--- config.mk ---
export PLATFORM = sky130hd
export DESIGN_NAME = fetch_seq_ctrl_flat
export DESIGN_NICKNAME = d
export VERILOG_FILES = /design/src/rtl/fetch_seq_ctrl_if.sv /design/src/rtl/fetch_seq_ctrl.sv /design/src/flat_wrapper.sv
export SDC_FILE = /design/constraint.sdc
export NUM_CORES = 1
export LEC_CHECK = 0
export CORE_MARGIN = 2
export CORE_UTILIZATION = 43
export DETAILED_ROUTE_END_ITERATION = 16
export DONT_BUFFER_PORTS = 1
export MAX_ROUTING_LAYER = met4
export PLACE_DENSITY = 0.55
export SLEW_MARGIN = 5
export SYNTH_ARGS = -nofsm -noshare
export SYNTH_HDL_FRONTEND = slang
export SYNTH_SLANG_ARGS = --single-unit
--- constraint.sdc ---
create_clock -name clk -period 3 [get_ports clk]
set_input_delay 0.45 -clock clk [delete_from_list [all_inputs] [get_ports clk]]
set_output_delay 0.45 -clock clk [all_outputs]
set_load 0.02 [all_outputs]
--- src/rtl/fetch_seq_ctrl_if.sv ---
// Fetch controller bus: imem req/gnt/rvalid, decode valid/ready, next-PC and flush.
// FETCH_ALIGN_CHECK_EN adds the fetch_misalign status signal.
interface fetch_seq_ctrl_if #(
   parameter int unsigned FLUSH_VEC_W = 32
);
   logic [31:0]            pc_out;
   logic [31:0]            npc_in;
   logic                   imem_req;
   logic [31:0]            imem_addr;
   logic                   imem_gnt;
   logic                   imem_rvalid;
   logic [31:0]            imem_rdata;
   logic [31:0]            inst_out;
   logic                   inst_valid;
   logic                   inst_ready;
   logic                   flush;
   logic [FLUSH_VEC_W-1:0] flush_pc;
   logic [31:0]            fetch_cnt;
   logic                   busy;
`ifdef FETCH_ALIGN_CHECK_EN
   logic                   fetch_misalign;

   modport master (
      output pc_out, imem_req, imem_addr, inst_out, inst_valid, fetch_cnt, busy, fetch_misalign,
      input  npc_in, imem_gnt, imem_rvalid, imem_rdata, inst_ready, flush, flush_pc
   );
   modport slave (
      input  pc_out, imem_req, imem_addr, inst_out, inst_valid, fetch_cnt, busy, fetch_misalign,
      output npc_in, imem_gnt, imem_rvalid, imem_rdata, inst_ready, flush, flush_pc
   );
`else
   modport master (
      output pc_out, imem_req, imem_addr, inst_out, inst_valid, fetch_cnt, busy,
      input  npc_in, imem_gnt, imem_rvalid, imem_rdata, inst_ready, flush, flush_pc
   );
   modport slave (
      input  pc_out, imem_req, imem_addr, inst_out, inst_valid, fetch_cnt, busy,
      output npc_in, imem_gnt, imem_rvalid, imem_rdata, inst_ready, flush, flush_pc
   );
`endif
endinterface

--- src/rtl/fetch_seq_ctrl.sv ---
// PC sequencer and instruction fetch FSM with flush redirect and in-flight drain.
// Optional PC alignment checking (ERR state, fetch_misalign) under FETCH_ALIGN_CHECK_EN.
module fetch_seq_ctrl #(
   parameter logic [31:0] RESET_PC    = 32'h0000_3000,
   parameter int unsigned FLUSH_VEC_W = 32
) (
   input logic              clk,
   input logic              rstn,
   fetch_seq_ctrl_if.master bus
);

   localparam logic [2:0] S_IDLE  = 3'd0;
   localparam logic [2:0] S_REQ   = 3'd1;
   localparam logic [2:0] S_WAIT  = 3'd2;
   localparam logic [2:0] S_HOLD  = 3'd3;
   localparam logic [2:0] S_DRAIN = 3'd4;
   localparam logic [2:0] S_ERR   = 3'd5;

   logic [2:0]             state_q, state_d;
   logic [31:0]            pc_q, pc_d;
   logic [31:0]            inst_q, inst_d;
   logic                   valid_q, valid_d;
   logic [31:0]            cnt_q, cnt_d;
   logic                   load_pc;
   logic [31:0]            load_val;
   logic [FLUSH_VEC_W-1:0] flush_tgt;

   assign flush_tgt = bus.flush_pc;

`ifdef FETCH_ALIGN_CHECK_EN
   logic misalign_q, misalign_d;
`endif

   always_comb begin
      state_d  = state_q;
      pc_d     = pc_q;
      inst_d   = inst_q;
      valid_d  = valid_q;
      cnt_d    = cnt_q;
      load_pc  = 1'b0;
      load_val = pc_q;
`ifdef FETCH_ALIGN_CHECK_EN
      misalign_d = misalign_q;
`endif
      case (state_q)
         S_IDLE: begin
            state_d = S_REQ;
            if (bus.flush) begin
               load_pc  = 1'b1;
               load_val = flush_tgt;
            end
         end
         S_REQ: begin
            if (bus.flush) begin
               load_pc  = 1'b1;
               load_val = flush_tgt;
               // a grant taken in the flush cycle still owes a response
               state_d  = bus.imem_gnt ? S_DRAIN : S_REQ;
            end else if (bus.imem_gnt) begin
               state_d = S_WAIT;
            end
         end
         S_WAIT: begin
            if (bus.flush) begin
               load_pc  = 1'b1;
               load_val = flush_tgt;
               valid_d  = 1'b0;
               state_d  = bus.imem_rvalid ? S_REQ : S_DRAIN;
            end else if (bus.imem_rvalid) begin
               inst_d  = bus.imem_rdata;
               valid_d = 1'b1;
               state_d = S_HOLD;
            end
         end
         S_HOLD: begin
            if (bus.flush) begin
               load_pc  = 1'b1;
               load_val = flush_tgt;
               valid_d  = 1'b0;
               state_d  = S_REQ;
            end else if (bus.inst_ready) begin
               load_pc  = 1'b1;
               load_val = bus.npc_in;
               valid_d  = 1'b0;
               cnt_d    = cnt_q + 32'd1;
               state_d  = S_REQ;
            end
         end
         S_DRAIN: begin
            if (bus.flush) begin
               load_pc  = 1'b1;
               load_val = flush_tgt;
            end
            // the stale response retires the outstanding request even on a flush cycle
            if (bus.imem_rvalid) state_d = S_REQ;
         end
`ifdef FETCH_ALIGN_CHECK_EN
         S_ERR: begin
            valid_d = 1'b0;
            if (bus.flush) begin
               load_pc    = 1'b1;
               load_val   = flush_tgt;
               state_d    = S_REQ;
               misalign_d = 1'b0;
            end
         end
`endif
         default: state_d = S_IDLE;
      endcase

`ifdef FETCH_ALIGN_CHECK_EN
      if (load_pc && (load_val[1:0] != 2'b00)) begin
         state_d    = S_ERR;
         misalign_d = 1'b1;
      end
`endif
      if (load_pc) pc_d = load_val;
   end

   always_ff @(posedge clk or negedge rstn) begin
      if (!rstn) begin
         state_q <= S_IDLE;
         pc_q    <= RESET_PC;
         inst_q  <= '0;
         valid_q <= 1'b0;
         cnt_q   <= '0;
      end else begin
         state_q <= state_d;
         pc_q    <= pc_d;
         inst_q  <= inst_d;
         valid_q <= valid_d;
         cnt_q   <= cnt_d;
      end
   end

`ifdef FETCH_ALIGN_CHECK_EN
   always_ff @(posedge clk or negedge rstn) begin
      if (!rstn) misalign_q <= 1'b0;
      else       misalign_q <= misalign_d;
   end

   assign bus.fetch_misalign = misalign_q;
`endif

   assign bus.pc_out     = pc_q;
   assign bus.imem_req   = (state_q == S_REQ);
   assign bus.imem_addr  = pc_q;
   assign bus.inst_out   = inst_q;
   assign bus.inst_valid = valid_q;
   assign bus.fetch_cnt  = cnt_q;
   assign bus.busy       = (state_q != S_IDLE);

endmodule

--- src/flat_wrapper.sv ---
// flat-port wrapper written by rule: the top's interface ports become plain ports
module fetch_seq_ctrl_flat 
#(
   parameter logic [31:0] RESET_PC    = 32'h0000_3000,
   parameter int unsigned FLUSH_VEC_W = 32
)
  (clk, rstn, bus_pc_out, bus_imem_req, bus_imem_addr, bus_inst_out, bus_inst_valid, bus_fetch_cnt, bus_busy, bus_npc_in, bus_imem_gnt, bus_imem_rvalid, bus_imem_rdata, bus_inst_ready, bus_flush, bus_flush_pc);
  fetch_seq_ctrl_if #(.FLUSH_VEC_W(FLUSH_VEC_W)) bus_i ();
  input logic clk;
  input logic rstn;
  output wire logic [$bits(bus_i.pc_out)-1:0] bus_pc_out;
  output wire logic [$bits(bus_i.imem_req)-1:0] bus_imem_req;
  output wire logic [$bits(bus_i.imem_addr)-1:0] bus_imem_addr;
  output wire logic [$bits(bus_i.inst_out)-1:0] bus_inst_out;
  output wire logic [$bits(bus_i.inst_valid)-1:0] bus_inst_valid;
  output wire logic [$bits(bus_i.fetch_cnt)-1:0] bus_fetch_cnt;
  output wire logic [$bits(bus_i.busy)-1:0] bus_busy;
  input wire logic [$bits(bus_i.npc_in)-1:0] bus_npc_in;
  input wire logic [$bits(bus_i.imem_gnt)-1:0] bus_imem_gnt;
  input wire logic [$bits(bus_i.imem_rvalid)-1:0] bus_imem_rvalid;
  input wire logic [$bits(bus_i.imem_rdata)-1:0] bus_imem_rdata;
  input wire logic [$bits(bus_i.inst_ready)-1:0] bus_inst_ready;
  input wire logic [$bits(bus_i.flush)-1:0] bus_flush;
  input wire logic [$bits(bus_i.flush_pc)-1:0] bus_flush_pc;
  assign bus_pc_out = bus_i.pc_out;
  assign bus_imem_req = bus_i.imem_req;
  assign bus_imem_addr = bus_i.imem_addr;
  assign bus_inst_out = bus_i.inst_out;
  assign bus_inst_valid = bus_i.inst_valid;
  assign bus_fetch_cnt = bus_i.fetch_cnt;
  assign bus_busy = bus_i.busy;
  assign bus_i.npc_in = bus_npc_in;
  assign bus_i.imem_gnt = bus_imem_gnt;
  assign bus_i.imem_rvalid = bus_imem_rvalid;
  assign bus_i.imem_rdata = bus_imem_rdata;
  assign bus_i.inst_ready = bus_inst_ready;
  assign bus_i.flush = bus_flush;
  assign bus_i.flush_pc = bus_flush_pc;
  fetch_seq_ctrl #(.RESET_PC(RESET_PC), .FLUSH_VEC_W(FLUSH_VEC_W)) u_core (.clk(clk), .rstn(rstn), .bus(bus_i));
endmodule
-- Word-level counts from Yosys, hierarchy flattened
Cells that the tools add are included.
- bits in registers: 100
- bits in latches: 0
- RAM bits: 0
- bits in read-only memories: 0
- input bits: 102
- output and inout bits: 131
- logic and storage cells: 49
- memories kept: 0
- add/subtract/negate cells: 1
- multipliers: 0
- divide/modulo/power cells: 0
- order comparisons: 0
- eq/ne operators: 9
- shifts and indexed selects: 0
- mux-type cells: 23
- bitwise gates (word level): 1
- reduce and logical (&&, ||, !) cells: 10
- operators with widths (operator ; number):
    32-bit two-way mux ; 3
    32-bit one-hot mux with 2 select lines ; 1
    32-bit by 1-bit adder with 32-bit output, second input constant ; 1
    3-bit two-way mux ; 9
    3-bit one-hot mux with 5 select lines ; 1
    3-bit AND reduction ; 3
    4-bit AND reduction ; 2
    1-bit two-way mux ; 7
    3-bit by 2-bit == test with 1-bit output, second input constant ; 2
    3-bit != test, second input constant ; 2
    1-bit one-hot mux with 2 select lines ; 2
    2-bit nonzero test ; 2
    4-bit OR reduction ; 1
    3-bit by 1-bit == test with 1-bit output, second input constant ; 1
    3-bit == test, second input constant ; 1
    3-bit zero test ; 1
    3-bit by 1-bit != test with 1-bit output, second input constant ; 1
    3-bit nonzero test ; 1
    2-bit by 1-bit != test with 1-bit output, second input constant ; 1
    2-bit != test, second input constant ; 1
    1-bit NOT ; 1

-- Depth between registers and ports, before layout
- depth in word-level cells: 4
- gate-level depth with buffers: 7
- gate-level depth less buffers: 5

-- Least setup slack after synthesis
Ideal clock, no wire load.
- path type: in2reg
- from: input port bus_flush
- to: register u_core.inst_q[0] (netlist: u_core.bus.inst_out[0])
- library setup time: 125 ps
- data arrival time: 1696 ps
- data required time: 2875 ps
- setup slack: 1179 ps
- stages on the path: 6
- buffers on the path: 3
- path through: or3b_1 buf_2 or2_1 buf_6 buf_6 mux2_4
- longest elaborated chain between the ends: 2
- ends and longest elaborated chain (what ; RTL line ; text):
    start, declared ; flat_wrapper.sv:23 ; input wire logic [$bits(bus_i.flush)-1:0] bus_flush;
    1-bit NOT (no line) ; -- ;
    3-bit AND reduction (no line) ; -- ;
    end signal, assigned ; fetch_seq_ctrl.sv:130 ; inst_q <= inst_d;
    end, declared ; fetch_seq_ctrl.sv:21 ; logic [31:0] inst_q, inst_d;
Every way passes these cells.
A chain may end at the register's enable or synchronous reset.

-- Worst setup path after layout
- from: register u_core.state_q[1]
- to: register u_core.inst_q[9] (netlist: u_core.bus.inst_out[9])
- longest elaborated chain between the ends: 2
- ends and longest elaborated chain (what ; RTL line ; text):
    start, declared ; fetch_seq_ctrl.sv:19 ; logic [2:0] state_q, state_d;
    start signal, assigned ; fetch_seq_ctrl.sv:128 ; state_q <= state_d;
    3-bit by 2-bit == test with 1-bit output ; fetch_seq_ctrl.sv:45 ; case (state_q)
    3-bit AND reduction (no line) ; -- ;
Every way passes these cells.

==> results.rst <==
.. list-table::
   :header-rows: 1

   * - Metric
     - Value
   * - Peak supply drop
     - 0.481 mV
   * - RSZ-0062 raised after global routing
     - no
   * - Clock sink total
     - 100
   * - Number of global-route vias before repair
     - 2767
   * - Floorplan die height
     - 109 um
   * - Clock latency on the worst-skew pair
     - 360 ps
   * - Final setup margin
     - 616 ps
   * - Peak Freq
     - 419 MHz
   * - Max Cap Viol
     - 0
   * - Count of unique library cells instantiated by Yosys
     - 40
   * - Setup Crit Path Kind
     - register to register
   * - Wire length of the first global-routing pass
     - 14800 um
   * - Placer's final routability congestion estimate
     - 0.692
   * - Setup skew after layout
     - 6.16 ps
   * - Iter 0 DRT Violations
     - 174
   * - Sequential cell area in the final layout
     - 2500 sq um
   * - Remaining design rule violation count
     - 0
   * - Share of the synthesized area in the top cell type
     - 51.4%
   * - Critical Path End Type
     - register
   * - Hold crit path type
     - input port to asynchronous set/reset pin
   * - Starting Density
     - 44.0%
   * - Pins Over Slew Limit
     - 0
   * - Yosys reg bits
     - 100
   * - Ranking of synthesized cells by area
     - sky130_fd_sc_hd__dfrtp_1 (51%), sky130_fd_sc_hd__mux2_4 (9.4%), sky130_fd_sc_hd__nand2_1 (5.7%), sky130_fd_sc_hd__buf_4 (5.0%), sky130_fd_sc_hd__a31oi_1 (4.3%)
   * - Number of nets with antenna violations after detailed routing
     - 0
   * - Vias per inst
     - 5.49
   * - Post-CTS setup buffer count
     - 0
   * - Final setup fails
     - 0
   * - Launching instance or port of the critical path
     - u_core.state_q[1]$_DFFE_PN0P_
   * - Initial antenna violation count
     - 0
   * - Status
     - finished, final reports clean
   * - TritonCTS clock tree
     - done
   * - Crit path max fanout
     - 32
   * - Antenna diodes
     - 0
   * - Critical Path RT
     - 3250 ps
   * - Cells along the critical path
     - or3b_1, or2_2, mux2_4
   * - Net count after synthesis
     - 541
   * - Area overhead of the layout relative to synthesis
     - 1.26%
   * - Leak pwr
     - 2.23 nW
   * - Mean routed wirelength per cell
     - 18.6 um
   * - Cell type with the largest total area after synthesis
     - sky130_fd_sc_hd__dfrtp_1
   * - Data arrival at the endpoint of the critical path
     - 2630 ps
   * - Post-Synthesis Mean Instance Area
     - 10.9 sq um
   * - Grt ovf
     - 0
   * - Overall via count from detail_route
     - 2989
   * - Setup TNS
     - 0 ps
   * - Worst Setup Start Kind
     - register
   * - IO buf count
     - 0
   * - Post-layout min period
     - 2380 ps
   * - Gr usage total
     - 16.8%
   * - Die boundary width
     - 109 um
   * - Post-Place Setup Slack
     - 610 ps
   * - Maximum buffer depth of the clock tree
     - 2
   * - Top flip-flop cell by instance count after synthesis
     - sky130_fd_sc_hd__dfrtp_1
   * - Number of endpoints with negative hold slack in the final report
     - 0
   * - Layout filler cell count
     - 1026
   * - Num CTS Buffers
     - 9
   * - Net count of the finished layout
     - 502
   * - Maximum number of pins on one net before global-route repair
     - 101
   * - Floorplan die area
     - 11900 sq um
   * - Crit Reg-Reg Startpoint
     - u_core.state_q[1]$_DFFE_PN0P_
   * - Length of the first detailed-routing pass in iterations
     - 4
   * - Boundary Pins
     - 233
   * - CORE AREA
     - 10800 sq um
   * - Root Driver
     - sky130_fd_sc_hd__clkbuf_8
   * - Warning count from the yosys run
     - 0
   * - Aggregate routed wire length
     - 10100 um
   * - Cell with the largest stage delay on the worst path
     - sky130_fd_sc_hd__or2_2
   * - EDFF count, synth
     - 0
   * - Post-synthesis cell count
     - 438
   * - Worst slew margin relative to its limit
     - 30.8%
   * - Clock-pin slew reported for the worst setup and hold paths after clock tree synthesis
     - 90 ps
   * - Fin util
     - 44.5%
   * - Cell area after technology mapping
     - 4770 sq um
   * - Number of placement rows
     - 38
   * - Share of the clock period used by the worst path
     - 79.5%
   * - Portion of the post-synthesis area used by sequential elements
     - 52.5%
   * - Layout cells sized above 1
     - 15.1%
   * - Area of the multi-input gates
     - 1900 sq um
   * - Estimated wirelength of the detail-placed design
     - 7090 um
   * - Worst slack on hold paths
     - 6.10 ps
   * - Transition at the pin with the smallest max-transition slack
     - 1040 ps
   * - CTS H-tree lvls
     - 3
   * - Power density cells
     - 977 nW/um^2
   * - Async set-or-reset flop fraction in the synthesized netlist
     - 100%
   * - Crit-path max cell delay
     - 690 ps
layout make-up:
cell class,count,area share (%)
flip-flops and latches,100,51.9
well taps,140,3.63
clock buffers,13,3.29
clock inverters,3,0.441
inverters,4,0.311
repair buffers,5,1.19
multi-input cells,279,39.3
metrics by stage:
step	cell area [sq um]	std cells	power, W
final	4830	544	0.00472
after floorplan	4770	438	0.00400
after global placement	4620	527	0.00390
after global routing	4830	544	0.00501
after detailed placement	4620	527	0.00395
after CTS	4830	544	0.00479
timing repair:
item | in CTS | in global routing
endpoints found under the hold margin | 100 | 0
resized for setup | 0 | 0
hold buffers | 1 | 0
worst paths after layout:
check	end	cells past startpoint	slack (ps)
worst max-delay path	u_core.bus.inst_out[9]$_DFFE_PN0P_	3	620
worst min-delay path	u_core.bus.inst_out[11]$_DFFE_PN0P_	1	6
worst max register to register	u_core.bus.inst_out[9]$_DFFE_PN0P_	3	620
worst min register to register	u_core.bus.imem_addr[13]$_DFFE_PN1P_	2	610
max in group asynchronous	u_core.bus.imem_addr[12]$_DFFE_PN1P_	1	2600
min in group clk	u_core.state_q[1]$_DFFE_PN0P_	1	150
cell usage after synthesis, types with 3 or more instances:
| master | n |
|---|---|
| sky130_fd_sc_hd__mux2_4 | 30 |
| sky130_fd_sc_hd__nand2b_1 | 3 |
| sky130_fd_sc_hd__and3_1 | 8 |
| sky130_fd_sc_hd__nand4_1 | 18 |
| sky130_fd_sc_hd__nor2_1 | 39 |
| sky130_fd_sc_hd__o21ai_0 | 4 |
| sky130_fd_sc_hd__buf_4 | 32 |
| sky130_fd_sc_hd__dfrtp_1 | 98 |
| sky130_fd_sc_hd__mux2_2 | 3 |
| sky130_fd_sc_hd__buf_2 | 5 |
| sky130_fd_sc_hd__xor2_1 | 9 |
| sky130_fd_sc_hd__nand2_1 | 72 |
| sky130_fd_sc_hd__nor3_1 | 4 |
| sky130_fd_sc_hd__inv_1 | 4 |
| sky130_fd_sc_hd__and2_1 | 3 |
| sky130_fd_sc_hd__clkbuf_1 | 12 |
| sky130_fd_sc_hd__xnor2_1 | 22 |
| sky130_fd_sc_hd__a31oi_1 | 33 |
| sky130_fd_sc_hd__buf_6 | 4 |
| sky130_fd_sc_hd__nand3_1 | 10 |
report_power, final:
group	total, W	leakage, nW	switching, W	internal, W
logic	0.000884	0.875	0.000422	0.000462
registers	0.00304	1.27	0.00127	0.00177
clock network	0.000795	0.0896	0.000447	0.000348
total	0.00472	2.23	0.00213	0.00258
state kept, by name, indices dropped and copies added, names as in the netlist:
register and count:
u_core.bus.fetch_cnt 32, u_core.state_q 3, u_core.bus.inst_valid 1, u_core.bus.imem_addr 32, u_core.bus.inst_out 32
metal layers:
layer	vias up	wire length [um]	track usage, %	share of wire (%)
met4	0	152	7.14	1.5
met1	1466	4280	20.4	42
met2	127	4970	27.1	49
met3	12	707	3.56	7.0
met5	-	0	-	0
li1	1384	-	-	-
cell usage in the layout (no fill, tap or decap), types with 2 or more instances in the layout:
cell	n
sky130_fd_sc_hd__and3_1	8
sky130_fd_sc_hd__o21ai_0	4
sky130_fd_sc_hd__xnor2_1	22
sky130_fd_sc_hd__nand4_1	18
sky130_fd_sc_hd__dfrtp_1	98
sky130_fd_sc_hd__mux2_4	30
sky130_fd_sc_hd__nor2_1	39
sky130_fd_sc_hd__mux2_2	3
sky130_fd_sc_hd__dfstp_2	2
sky130_fd_sc_hd__clkbuf_8	11
sky130_fd_sc_hd__nand2b_1	3
sky130_fd_sc_hd__inv_1	4
sky130_fd_sc_hd__nor3_1	4
sky130_fd_sc_hd__a21oi_1	2
sky130_fd_sc_hd__buf_4	4
sky130_fd_sc_hd__clkbuf_1	2
sky130_fd_sc_hd__nand3_1	10
sky130_fd_sc_hd__xor2_1	9
sky130_fd_sc_hd__nand2_1	72
sky130_fd_sc_hd__nand4b_1	2
sky130_fd_sc_hd__and2_1	3
sky130_fd_sc_hd__a31oi_1	33
logic make-up (layout without fill, tap and decap cells):
| group | count (synthesis) | count (layout) | synth area share [%] |
|---|---|---|---|
| fa+ha+maj | 2 | 2 | 0.472 |
| mux | 34 | 34 | 10.4 |
| flops | 100 | 100 | 52.5 |
| xor+xnor | 31 | 31 | 5.69 |
| simple gates | 169 | 169 | 17.1 |
| buf+inv | 59 | 25 | 7.92 |
| compound gates | 43 | 43 | 5.88 |
worst max-delay path, delay by kind of cell (launching register included):
family,cells,cell delay (ps)
flip-flops,1,620
multiplexers,1,440
AND/OR/NAND/NOR,2,1190
No activity file was read; power rests on OpenSTA's default activity.
